$ cat src/rtl/ka59_seq.sv
// ka59_seq: sequential 59x59 carry-less multiplier. One shared 30x30 carry-less
// core is reused over three cycles to form the Karatsuba terms T0 (low halves),
// T1 (high halves) and T2 (cross sums), which are then XOR-recombined into a
// 117-bit product. Valid/ready handshakes on both the operand and result sides.
module ka59_seq #(
  parameter int unsigned N = 59,
  parameter int unsigned C = 30
) (
  input  logic             clk,
  input  logic             rst_n,
  input  logic             in_valid,
  output logic             in_ready,
  input  logic [N-1:0]     A,
  input  logic [N-1:0]     B,
  output logic             out_valid,
  input  logic             out_ready,
  output logic [2*N-2:0]   O,
  output logic             busy
);

  typedef enum logic [2:0] {StIdle, StLo, StHi, StMid, StDone} state_e;

  state_e        state_q, state_d;
  logic [58:0]   ra_q, ra_d, rb_q, rb_d;
  logic [58:0]   t0_q, t0_d;
  logic [56:0]   t1_q, t1_d;
  logic [58:0]   t2_q, t2_d;
  logic [116:0]  o_q, o_d;

  logic [29:0]   core_a, core_b;
  logic [58:0]   core_p;
  logic [58:0]   mid;
  logic          xfer;

  // Operand mux for the shared core, selected by the current phase.
  always_comb begin
    core_a = ra_q[29:0];
    core_b = rb_q[29:0];
    unique case (state_q)
      StHi: begin
        core_a = {1'b0, ra_q[58:30]};
        core_b = {1'b0, rb_q[58:30]};
      end
      StMid: begin
        core_a = {1'b0, ra_q[58:30]} ^ ra_q[29:0];
        core_b = {1'b0, rb_q[58:30]} ^ rb_q[29:0];
      end
      default: ;
    endcase
  end

  // 30x30 carry-less core: XOR of shifted partial products.
  always_comb begin
    core_p = '0;
    for (int i = 0; i < 30; i++) begin
      if (core_b[i]) core_p = core_p ^ ({29'b0, core_a} << i);
    end
  end

  // Handshake decode and FSM next state.
  always_comb begin
    in_ready  = (state_q == StIdle) || ((state_q == StDone) && out_ready);
    out_valid = (state_q == StDone);
    busy      = (state_q != StIdle);
    xfer      = in_valid && in_ready;
    state_d   = state_q;
    unique case (state_q)
      StIdle:  if (xfer) state_d = StLo;
      StLo:    state_d = StHi;
      StHi:    state_d = StMid;
      StMid:   state_d = StDone;
      StDone:  if (out_ready) state_d = xfer ? StLo : StIdle;
      default: state_d = StIdle;
    endcase
  end

  // Datapath next state: operand capture, per-phase term capture, recombination.
  always_comb begin
    ra_d = ra_q;
    rb_d = rb_q;
    t0_d = t0_q;
    t1_d = t1_q;
    t2_d = t2_q;
    o_d  = o_q;
    // Middle Karatsuba term; T2 comes straight from the core in the StMid cycle.
    mid  = t0_q ^ {2'b0, t1_q} ^ core_p;
    if (xfer) begin
      ra_d = A;
      rb_d = B;
    end
    if (state_q == StLo) t0_d = core_p;
    // High-half product is at most degree 56, so the top two core bits are dropped.
    if (state_q == StHi) t1_d = core_p[56:0];
    if (state_q == StMid) begin
      t2_d = core_p;
      o_d  = {t1_q, 60'b0} ^ {28'b0, mid, 30'b0} ^ {58'b0, t0_q};
    end
  end

  // State and datapath registers.
  always_ff @(posedge clk or negedge rst_n) begin
    if (!rst_n) begin
      state_q <= StIdle;
      ra_q    <= '0;
      rb_q    <= '0;
      t0_q    <= '0;
      t1_q    <= '0;
      t2_q    <= '0;
      o_q     <= '0;
    end else begin
      state_q <= state_d;
      ra_q    <= ra_d;
      rb_q    <= rb_d;
      t0_q    <= t0_d;
      t1_q    <= t1_d;
      t2_q    <= t2_d;
      o_q     <= o_d;
    end
  end

  assign O = o_q;

endmodule

$ cat config.mk
export PLATFORM = sky130hd
export DESIGN_NAME = ka59_seq
export DESIGN_NICKNAME = d
export VERILOG_FILES = /design/src/rtl/ka59_seq.sv
export SDC_FILE = /design/constraint.sdc
export NUM_CORES = 2
export LEC_CHECK = 0
export CORE_ASPECT_RATIO = 1.4
export CORE_MARGIN = 4
export CORE_UTILIZATION = 54
export DETAILED_ROUTE_END_ITERATION = 7
export PLACE_DENSITY = 0.79
export SLEW_MARGIN = 30
export SYNTH_ARGS = -nofsm -noshare
export SYNTH_HDL_FRONTEND = slang
export SYNTH_SLANG_ARGS = --single-unit
$ cat constraint.sdc
create_clock -name clk -period 2.6 [get_ports clk]
set_input_delay 0.52 -clock clk [delete_from_list [all_inputs] [get_ports clk]]
set_output_delay 0.52 -clock clk [all_outputs]
set_load 0.005 [all_outputs]
Yosys cells after proc, flatten, opt, wreduce, memory -nomap -nowiden
Cells that the tools add are included.
{ "classes": {"eq_ne": 6, "n_mux": 36, "bitwise": 35, "n_reduce_logical": 6} }
{ "op_table": {"columns": ["op", "count"], "rows": [
  ["$mux 59", 29],
  ["$pmux 30 s2", 2],
  ["$xor 59x57->59", 2],
  ["$xor 59x59->59", 2],
  ["$xor 117x59->117", 1],
  ["$xor 117x89->117", 1],
  ["$xor 29x30->30", 2],
  ["$xor 59x31->59", 1],
  ["$xor 59x32->59", 1],
  ["$xor 59x33->59", 1],
  ["$xor 59x34->59", 1],
  ["$xor 59x35->59", 1],
  ["$xor 59x36->59", 1],
  ["$xor 59x37->59", 1],
  ["$xor 59x38->59", 1],
  ["$xor 59x39->59", 1],
  ["$xor 59x40->59", 1],
  ["$xor 59x41->59", 1],
  ["$xor 59x42->59", 1],
  ["$xor 59x43->59", 1],
  ["$xor 59x44->59", 1],
  ["$xor 59x45->59", 1],
  ["$xor 59x46->59", 1],
  ["$xor 59x47->59", 1],
  ["24 further kinds", 27]
]} }
{ "word_totals": {"regBits": 354, "inputBits": 122, "output_inout_bits": 120, "word_cells": 89} }

Longest topological paths before layout
{ "logic_depth": {"ltp_word": 64, "ltp_mapped": 16, "depth_no_buf": 10} }

Worst setup path after synthesis
OpenSTA, ideal clock, no wires.
{ "synth_path": {"path_kind": "register -> register", "from": "reg state_q[1]", "to": "reg o_q[66] (netlist: O[66])", "setup_time_ns": 0.125, "t_arrival_ns": 2.710, "required_time_ns": 2.475, "setup_slack_ns": -0.235, "stages_incl_launch_ff": 15, "period_less_slack_ns": 2.835, "path_cell_list": "dfrtp_1 > nor2b_4 > buf_6 > buf_8 > buf_6 > a21oi_1 > a21oi_2 > buf_4 > nand2_1 > xnor2_1 > xnor2_1 > xnor2_1 > xnor3_1 > xnor2_1 > mux2_2"} }
{ "synth_via": {"elab_chain_len": 62, "elab_cells_between_ends": 64, "classes_between": "eq/ne (2); mux (31); bitwise (31)"} }
{ "synth_rtl": {"columns": ["element", "line_no", "rtl"], "rows": [
  ["start: declaration", "23", "state_e state_q, state_d;"],
  ["start signal: assignment", "103", "state_q <= StIdle;"],
  ["start signal: assignment", "111", "state_q <= state_d;"],
  ["$eq 3x2->1 (on tied branches)", "39, 94", null],
  ["$pmux 30 s2", "39", "unique case (state_q)"],
  ["$mux 59", "56", "if (core_b[i]) core_p = core_p ^ ({29'b0, core_a} << i);"],
  ["$xor 59x32->59", "56", null],
  ["$mux 59", "56", null],
  ["$xor 59x33->59", "56", null],
  ["$mux 59", "56", null],
  ["$xor 59x34->59", "56", null],
  ["[46 not listed]", null, null],
  ["$mux 59", "56", null],
  ["$xor 59x58->59", "56", null],
  ["$mux 59", "56", null],
  ["$xor 59x59->59", "56", null],
  ["$mux 59", "56", null],
  ["$xor 59x59->59", "86", "mid = t0_q ^ {2'b0, t1_q} ^ core_p;"],
  ["$xor 117x89->117", "96", "o_d = {t1_q, 60'b0} ^ {28'b0, mid, 30'b0} ^ {58'b0, t0_q};"],
  ["$xor 117x59->117", "96", null],
  ["end signal: assignment", "109", "o_q <= '0;"],
  ["end signal: assignment", "117", "o_q <= o_d;"],
  ["end: declaration", "28", "logic [116:0] o_q, o_d;"]
]} }
Parallel ways exist; a longest one is shown, timed or not.
A chain may end at the register's enable or synchronous reset.

Final worst setup path
{ "layout_path": {"from": "reg state_q[2]", "to": "reg o_q[57] (netlist: O[57])"} }
{ "layout_via": {"elab_chain_len": 64, "elab_cells_between_ends": 66, "classes_between": "eq/ne (2); mux (32); bitwise (32)"} }
{ "layout_rtl": {"columns": ["element", "line_no"], "rows": [
  ["$eq 3x2->1 (on tied branches)", "39, 94"],
  ["$pmux 30 s2", "39"],
  ["$mux 30", "56"],
  ["$xor 59x31->59", "56"],
  ["$mux 59", "56"],
  ["$xor 59x32->59", "56"],
  ["$mux 59", "56"],
  ["$xor 59x33->59", "56"],
  ["[48 not listed]", null],
  ["$mux 59", "56"],
  ["$xor 59x58->59", "56"],
  ["$mux 59", "56"],
  ["$xor 59x59->59", "56"],
  ["$mux 59", "56"],
  ["$xor 59x59->59", "86"],
  ["$xor 117x89->117", "96"],
  ["$xor 117x59->117", "96"]
]} }
Parallel ways exist; a longest one is shown, timed or not.

==> results.ini <==
[status]
status = complete, but fails checks
violations = negative setup slack

[setup_path]
crit_fanout = 12
worstSetupEndpointType = flop
timing.rr.end = O[57]$_DFFE_PN0N_
r2r_cells = 14
start_kind = flop
crit_start = state_q[2]$_DFFE_PN0P_
r2r-start = state_q[2]$_DFFE_PN0P_
r2r_slack_ns = -0.72
endpoint = O[57]$_DFFE_PN0N_
path_class = reg2reg
cp_data_required_time_ns = 3.05
cp.arrival_ns = 3.77

[detailed_routing]
avgViaCountPerCell = 5.51
ant_nets = 0
drtPass1Iterations = 6
wire_per_inst_um = 20.7
drc = 0
wl_um = 92000
drt-initial-drc-count = 1837
vias = 24474

[layout]
seq_area_sq_um = 8860
n_antenna_cell = 0
multiInputGateArea_sq_um = 18200
drive_gt1_frac = 0.252
area_delta_synth_final_pct = 32.6
nets = 3892
fill_cells = 3763

[logic_synthesis]
synth.distinct_cells = 30
ys_ff_latch = 354
synth-edff-count = 0
synth_area_leaders = dfrtp_1 (32%), xnor2_1 (22%), nand2_1 (15%)
syn_area_sq_um = 27800
synth_ff_type = dfrtp_1
ys_seq_area_frac = 0.319
syn_avg_cell_area_sq_um = 8.58
yosysWarnings = 0
synth_most_common_cell = nand2_1
synthTopCellsByCount = nand2_1 (1073), xnor2_1 (692), dfrtp_1 (354)
syn-instance-count = 3236
yosys.area.top_type_share = 0.319
synth_area_leader_cell = dfrtp_1
async_reset_ff_frac = 1.00
synth_nets = 3358

[sta]
worst_slew_pin_slew_ns = 0.887
max_freq_mhz = 301
period_share = 1.28
setup_ws_ns = -0.723
slew_headroom = 0.409
rsz0062_at_grt = yes
setup_viol = 165
finalCriticalPeriod_ns = 3.32
fin_worst_skew_ns = 0.0179
drv_slew = 0
finalHoldViolCount = 0

[min_path]
hp-class = reg2reg

[cts]
cts_tree = yes
cts_root_buf = clkbuf_16
htree_num_levels = 2
cts.sinks = 354
cts_buffer_depth = 3
clock_latency_ns = 0.57
cts_buffers = 34
cts.clk_slew.worst_paths_ns = 0.06

[grt]
gr-usage-all-layers = 0.329
overflow = 0
grt_pass1_vias = 25219
antenna_found_initial = 0
grt_pass1_wl_um = 143000
grt_max_degree = 91

[place]
dp_hpwl_um = 68000
place_ws_ns = -0.696
routabilityCongestion = 0.977
port_buffers = 241

[floorplanning]
dieWidth_um = 200
design.core.area_sq_um = 51000
die_h_um = 276
rows = 98
start_util = 0.544
io_pins = 242
die-area_sq_um = 55200

[flow_run]
max_cap_viol_count = 0

## metal layers
| metal | vias up | track usage | share of wire |
|---|---|---|---|
| li1 | 11270 | - | - |
| met2 | 1118 | 0.564 | 0.49 |
| met3 | 358 | 0.0431 | 0.067 |
| met5 | - | 0 | 0 |
| met1 | 11728 | 0.407 | 0.38 |
| met4 | 0 | 0.156 | 0.062 |
## metrics by stage
stage	std cells	area, sq um	hold slack [ns]	setup TNS [ns]	utilization
2_1_floorplan	3236	28200	0.224	-3.23	-
3_3_place_gp	4348	34500	0.462	-59.92	0.677
3_5_place_dp	4348	34500	0.471	-66.56	0.677
4_1_cts	4426	36300	0.488	-57.26	0.711
5_1_grt	4444	36800	0.506	-84.76	0.721
6_report	4444	36800	0.483	-62.56	0.721
## state kept, by name, indices dropped and copies added (netlist names)
name     count
t0_q        59
ra_q        59
rb_q        59
t1_q        57
state_q      3
O          117
## area by class of cell
type                    count  share of cell area
multi-input cells        2618               0.494
flip-flops and latches    354               0.241
repair buffers            761               0.212
clock buffers              50              0.0275
well taps                 650              0.0221
clock inverters            10             0.00357
inverters                   1            0.000102
## cell families (layout without fill, tap and decap cells)
family          Yosys count  count (layout)  synth area share
simple gates           1144            1144             0.159
xor+xnor                947             947             0.323
flops                   354             354             0.319
compound gates          347             347            0.0694
buf+inv                 264             822            0.0571
mux                     180             180            0.0730
## critical path: stages (launching register included)
cell and delay, ns:
dfrtp_1 0.41, nor2b_4 0.19, buf_12 0.13, clkbuf_16 0.16, buf_6 0.11, a21oi_1 0.08, a21oi_2 0.20, buf_12 0.17
nand2_1 0.07, xnor2_1 0.20, xnor2_1 0.18, xnor3_1 0.42, xnor3_2 0.47, xnor2_1 0.16, mux2_2 0.26
## what timing repair did
action                                  in CTS  in global routing
pin swaps                                   26                 46
cloned                                       0                  1
resized for setup                           98                 80
hold buffers                                 1                  0
hold endpoints to repair                    56                  0
buffers inserted                            17                 17
endpoints found under the setup margin     167                166
## cells in the final DEF, fill, tap and decap left out, drive strengths merged, types with 58 or more instances in the layout
master / instances
nand2: 1073
xnor2: 701
buf: 519
dfrtp: 354
clkdlybuf4s50: 237
o21ai: 229
xor2: 203
mux2: 180
a21oi: 116
nand3: 58
## worst min-delay path by stage
stage	from	end	slack [ns]	cells past startpoint
CTS	O[33]$_DFFE_PN0N_	O[33]$_DFFE_PN0N_	0.49	2
global route	O[82]$_DFFE_PN0N_	O[82]$_DFFE_PN0N_	0.51	2
global placement	O[87]$_DFFE_PN0N_	O[87]$_DFFE_PN0N_	0.46	2
finish	O[37]$_DFFE_PN0N_	O[37]$_DFFE_PN0N_	0.48	2
floorplan	rst_n	O[0]$_DFFE_PN0N_	0.22	0
detailed placement	O[32]$_DFFE_PN0N_	O[32]$_DFFE_PN0N_	0.47	2
Power is left out: the tool's default activity adds up to more than one toggle a clock period on the data nets, which glitch-free logic cannot reach.
